$ cat src/rtl/slc3_pkg.sv
// slc3_pkg -- definitions shared by the SLC-3 memory interface.
//   IO_ADDR        : address of the memory-mapped switch/display register
//   access_state_t : states of the SRAM access FSM
//   is_read/is_write : helpers that classify an access state
package slc3_pkg;

  localparam logic [15:0] IO_ADDR = 16'hFFFF;

  typedef enum logic [2:0] {
    IDLE,
    RD1,
    RD2,
    WR1,
    WR2
  } access_state_t;

  function automatic logic is_read(input access_state_t s);
    return (s == RD1) || (s == RD2);
  endfunction

  function automatic logic is_write(input access_state_t s);
    return (s == WR1) || (s == WR2);
  endfunction

endpackage

$ cat src/rtl/slc3_mem2io.sv
// slc3_mem2io -- address decode and read-data selection.
//   mar, mar_next      : current and next-cycle address register values
//   state_next         : access state the FSM enters at the coming edge
//   sw, sram_d_in      : switch inputs and SRAM read data
//   is_io              : current MAR targets the I/O register
//   rd_data            : memory read data (switches for I/O, else SRAM)
//   oe_n_next, we_n_next : SRAM strobe values for the coming cycle
module slc3_mem2io
  import slc3_pkg::*;
(
  input  logic [15:0]   mar,
  input  logic [15:0]   mar_next,
  input  access_state_t state_next,
  input  logic [15:0]   sw,
  input  logic [15:0]   sram_d_in,
  output logic          is_io,
  output logic [15:0]   rd_data,
  output logic          oe_n_next,
  output logic          we_n_next
);

  logic io_next;

  assign is_io   = (mar == IO_ADDR);
  assign io_next = (mar_next == IO_ADDR);

  // SRAM data only reaches the rest of the design through this mux into MDR.
  assign rd_data = is_io ? sw : sram_d_in;

  // Strobes are decoded one cycle ahead and registered in the top, so each
  // pin equals the decode of the registered state and MAR with no glitches.
  // An I/O access never touches the SRAM.
  assign oe_n_next = !(is_read(state_next)  && !io_next);
  assign we_n_next = !(is_write(state_next) && !io_next);

endmodule

$ cat src/rtl/slc3_mem_if.sv
// slc3_mem_if -- SLC-3 CPU to SRAM memory interface.
//   Clk, Reset        : clock and synchronous active-high reset
//   LD_MAR, LD_MDR    : register load enables
//   Mem_OE, Mem_WE    : read / write requests from the control unit
//   Bus_in, SW        : CPU data bus and board switches
//   MAR, MDR          : address and data registers
//   SRAM_*            : SRAM address, data and active-low strobes
//   HEX_DATA          : display register written at address IO_ADDR
//   ACC_ERR           : sticky flag for protocol misuse
//
// A read or write request held for N consecutive cycles is an access whose
// first cycle is RD1/WR1 and whose later cycles are RD2/WR2; the state
// register holds the phase of the previous cycle, so the SRAM strobes (a
// decode of that register) follow the request by one cycle.
module slc3_mem_if
  import slc3_pkg::*;
(
  input  logic        Clk,
  input  logic        Reset,
  input  logic        LD_MAR,
  input  logic        LD_MDR,
  input  logic        Mem_OE,
  input  logic        Mem_WE,
  input  logic [15:0] Bus_in,
  input  logic [15:0] SW,
  output logic [15:0] MAR,
  output logic [15:0] MDR,
  output logic [19:0] SRAM_ADDR,
  input  logic [15:0] SRAM_D_in,
  output logic [15:0] SRAM_D_out,
  output logic        SRAM_D_oe,
  output logic        SRAM_CE_N,
  output logic        SRAM_OE_N,
  output logic        SRAM_WE_N,
  output logic        SRAM_UB_N,
  output logic        SRAM_LB_N,
  output logic [15:0] HEX_DATA,
  output logic        ACC_ERR
);

  access_state_t state, state_next;
  logic [15:0]   mar_next, mdr_next, rd_data;
  logic          rd_req, wr_req, conflict;
  logic          is_io, oe_n_next, we_n_next;
  logic          hex_load, early_read, err_set;

  // Both strobes together is not a request at all: neither rd_req nor
  // wr_req is true, so the FSM falls back to IDLE.
  assign rd_req   = Mem_OE & ~Mem_WE;
  assign wr_req   = Mem_WE & ~Mem_OE;
  assign conflict = Mem_OE & Mem_WE;

  // NOTE: every output of a combinational block gets a default first, so no
  // path through the case leaves it unassigned and no latch is inferred.
  always_comb begin
    state_next = IDLE;
    unique case (state)
      IDLE:     if (rd_req) state_next = RD1;
                else if (wr_req) state_next = WR1;
      RD1, RD2: if (rd_req) state_next = RD2;
      WR1, WR2: if (wr_req) state_next = WR2;
      default:  state_next = IDLE;
    endcase
  end

  assign mar_next = LD_MAR ? Bus_in : MAR;
  assign mdr_next = LD_MDR ? (Mem_OE ? rd_data : Bus_in) : MDR;

  // The display loads once, as the access moves from WR1 into WR2; a write
  // that lingers in WR2 does not reload it.
  assign hex_load = (state == WR1) && (state_next == WR2) && is_io;

  // Memory data is only valid from the second request cycle; capturing it in
  // the first cycle (the one entering RD1) still loads but is flagged.
  assign early_read = LD_MDR & Mem_OE & (state_next == RD1);
  assign err_set    = conflict | early_read | (LD_MAR & (state != IDLE));

  slc3_mem2io u_mem2io (
    .mar        (MAR),
    .mar_next   (mar_next),
    .state_next (state_next),
    .sw         (SW),
    .sram_d_in  (SRAM_D_in),
    .is_io      (is_io),
    .rd_data    (rd_data),
    .oe_n_next  (oe_n_next),
    .we_n_next  (we_n_next)
  );

  // NOTE: state is updated with non-blocking assignments so every register
  // samples the values from before the edge, whatever the statement order.
  always_ff @(posedge Clk) begin
    if (Reset) begin
      state     <= IDLE;
      MAR       <= '0;
      MDR       <= '0;
      HEX_DATA  <= '0;
      ACC_ERR   <= 1'b0;
      SRAM_OE_N <= 1'b1;
      SRAM_WE_N <= 1'b1;
      SRAM_D_oe <= 1'b0;
    end else begin
      state     <= state_next;
      MAR       <= mar_next;
      MDR       <= mdr_next;
      ACC_ERR   <= ACC_ERR | err_set;
      SRAM_OE_N <= oe_n_next;
      SRAM_WE_N <= we_n_next;
      SRAM_D_oe <= ~we_n_next;
      if (hex_load) HEX_DATA <= MDR;
    end
  end

  assign SRAM_ADDR  = {4'h0, MAR};
  assign SRAM_D_out = MDR;
  assign SRAM_CE_N  = 1'b0;
  assign SRAM_UB_N  = 1'b0;
  assign SRAM_LB_N  = 1'b0;

endmodule

$ cat config.mk
export PLATFORM = sky130hd
export DESIGN_NAME = slc3_mem_if
export DESIGN_NICKNAME = d
export VERILOG_FILES = /design/src/rtl/slc3_pkg.sv /design/src/rtl/slc3_mem2io.sv /design/src/rtl/slc3_mem_if.sv
export SDC_FILE = /design/constraint.sdc
export NUM_CORES = 1
export LEC_CHECK = 0
export ABC_AREA = 1
export CORE_UTILIZATION = 30
export DETAILED_ROUTE_END_ITERATION = 16
export PLACE_DENSITY = 0.72
export SETUP_SLACK_MARGIN = 0.4
export SLEW_MARGIN = 20
export SYNTH_ARGS = -nofsm -noshare
export SYNTH_HDL_FRONTEND = slang
export SYNTH_SLANG_ARGS = --single-unit
export TNS_END_PERCENT = 1
$ cat constraint.sdc
create_clock -name Clk -period 3.52 [get_ports Clk]
set_clock_uncertainty 0.1 [all_clocks]
set_input_delay 0.704 -clock Clk [delete_from_list [all_inputs] [get_ports Clk]]
set_output_delay 0.704 -clock Clk [all_outputs]
set_load 0.005 [all_outputs]
==> impl_results.md <==
* Register area at 0.00110 mm^2
* FP Rows at 36
* Final period util at 75.1%
* Mapped cell area at 0.00304 mm^2
* Via density per instance at 4.70
* Post-synth EDFFs at 0
* Layout fillers at 1,018
* Number of port buffers at 137
* Yosys warns at 0
* Aggregate routed wire length at 9200 um
* Nets at 560
* Syn-to-layout area delta at 42.4%
* I/O pin count at 145
* Clk_lat worst skew at 0.31 ns
* Status: finished clean
* Routed len/inst at 14.5 um
* Initial Util at 31.0%
* Drt drc at 0
* Num CTS Buffers at 5
* Metal1 wirelength at 3890 um
* Antenna viol nets, final at 0
* FFs w/ async S/R, synth at 0%
* CTS tree: built
* Routed via count at 2,989
* Drt initial violations at 106
* Crit path launch type: primary input
* Reg clk slew, reported paths at 0.10 ns
* RSZ-0062 raised after global routing: no
* Clock Tree Buf Depth at 2
* Tot Pwr at 1.42 mW
* DR WL met3 at 759 um
* Critical path type: primary input to flop
* HP Class: flop to flop
* First-pass GRT wire length at 14,100 um
* Synth Area per Inst at 7.48 um^2
* Worst endpoint required time at 3.62 ns
* Largest net degree at the start of global routing at 26
* Post-route insts no fill at 636
* Most used DFF post-synth: dfxtp_1
* Chip width at 103 um
* Core outline area at 0.00982 mm^2
* H-tree depth at 2
* Setup TNS at 0 ns
* Highest Clock Rate at 0.378 GHz
* Diodes inserted at 0
* DRT Pass-1 Iters at 4
* Synth Instances at 407
* Cts repair resizes at 0
* Kind of end point of the critical path: flop
* Maxcap violations at 0
* Die ar. at 0.0105 mm^2
* Register area share after synthesis at 36.2%
* CTS hold repair buffers at 0
* Final setup fails at 0
* Layout cells sized above 1 at 10.3%
* Min Tclk post-route at 2.64 ns
* Top Metal Used: met4
* Multi-input logic area at 0.00142 mm^2
* Worst reg2reg setup slack at 1.55 ns
* Crit path max fanout at 25
* Met2 Wirelength at 4420 um
* Fin. Hold Viols at 0
* Slew Limit Fails at 0
* Vias in the first global route at 2,843
* Peak VDD IR at 0.000211 V
* GPL Wtd Cong at 0.831
* Initial antenna violation count at 0
* Netlist cell types at 29
* Sink Count at 55
* Slew HR at 48.6%
* GRT Residual Overflow at 0
* Seq cells post-synth at 55
* Cell count after placement at 628
* Total Routing Usage GR at 17.5%
* Root buf cell: clkbuf_8
* Worst-Margin Slew at 0.769 ns
* Post-CTS setup repair buffer count at 0
* Pwr/cell area at 329 mW/mm^2
* Leakage at 1.67 nW
* DP Wirelength at 7130 um
* Chip height at 103 um
* Critical path arrival at 2.74 ns
==> cell type report <==
| cell class | instances | area share (%) |
|---|---|---|
| clock inverter | 2 | 0.808 |
| inverter | 35 | 3.03 |
| timing repair buffer | 141 | 32.2 |
| multi-input combinational | 264 | 32.8 |
| sequential | 55 | 25.4 |
| clock buffer | 6 | 1.91 |
| tap | 133 | 3.84 |
==> flip-flops by register name (all words and copies together), names as in the netlist <==
signal,cells
ACC_ERR,1
SRAM_D_oe,1
state,3
MDR,16
MAR,16
SRAM_WE_N,1
SRAM_OE_N,1
HEX_DATA,16
==> worst max-delay path: stages <==
cell	delay [ns]
clkdlybuf4s50_1	0.97
clkinv_1	0.48
nand2_1	0.18
nand2_1	0.07
nand4_1	0.10
nor2_1	0.06
nand3_1	0.08
nand2_1	0.09
==> routing by layer <==
| layer | global-route usage [%] | up-vias |
|---|---|---|
| li1 | - | 1459 |
| met1 | 22.2 | 1386 |
| met2 | 29.7 | 132 |
| met3 | 3.59 | 12 |
| met4 | 5.38 | 0 |
| met5 | 0 | - |
==> final timing paths <==
kind / depth (start not counted) / start / to
min reg2reg: 2 / HEX_DATA[9] / HEX_DATA[9]
max: 8 / LD_MAR / SRAM_WE_N
max reg2reg: 8 / MAR[3] / MDR[4]
min: 2 / HEX_DATA[9] / HEX_DATA[9]
==> layout by cell type, fill, tap and decap left out, drive strengths merged, types with 6 or more instances in the layout <==
master,n
a21oi,58
clkbuf,6
clkdlybuf4s50,136
conb,7
dfxtp,55
inv,32
nand2,88
nand3,35
nor2,24
o21ai,25
o21bai,16
==> synth_stat cells, types with 2 or more instances <==
master    number  area share, %
a21oi_1       48            7.9
a21oi_2       10            2.9
buf_2          7            1.2
buf_4         40            9.9
buf_6          2           0.74
clkbuf_1       8           0.99
clkinv_1       3           0.37
dfxtp_1       55             36
ha_1           4            1.6
inv_1         30            3.7
inv_2          2           0.25
nand2_1       75            9.3
nand2_2       11            2.3
nand2_4        2           0.74
nand3_1       24            3.9
nand3_2       10            3.3
nand4_1        2           0.41
nor2_1        21            2.6
nor2_4         2           0.74
nor3_1         4           0.66
o21ai_0       23            3.8
o21ai_1        2           0.33
o21bai_1      16            3.9
==> cells by family after synthesis <==
kind of cell / Yosys count / synth area share (%)
AND/OR/NAND/NOR: 153 / 25.1
adder cells (fa/ha/maj): 4 / 1.64
buffers and inverters: 94 / 17.8
flip-flops: 55 / 36.2
AO/OA/AOI/OAI: 100 / 19.1
other: 1 / 0.123
==> where the power goes <==
part	total (mW)	switching, mW	leakage, nW	internal, mW
clock	0.440	0.209	0.0612	0.231
sequential	0.690	0.0360	0.452	0.654
combinational	0.295	0.119	1.16	0.176
==> per-stage QoR <==
stage,hold slack (ns),setup slack [ns],area [um^2],utilization [%]
global route,0.391,0.685,4330,44.1
global placement,0.357,0.700,4220,42.9
floorplan,0.356,1.21,3070,-
CTS,0.371,0.913,4330,44.1
finish,0.366,0.875,4330,44.1
detailed placement,0.356,0.582,4220,42.9
(Power assumes the default switching activity.)
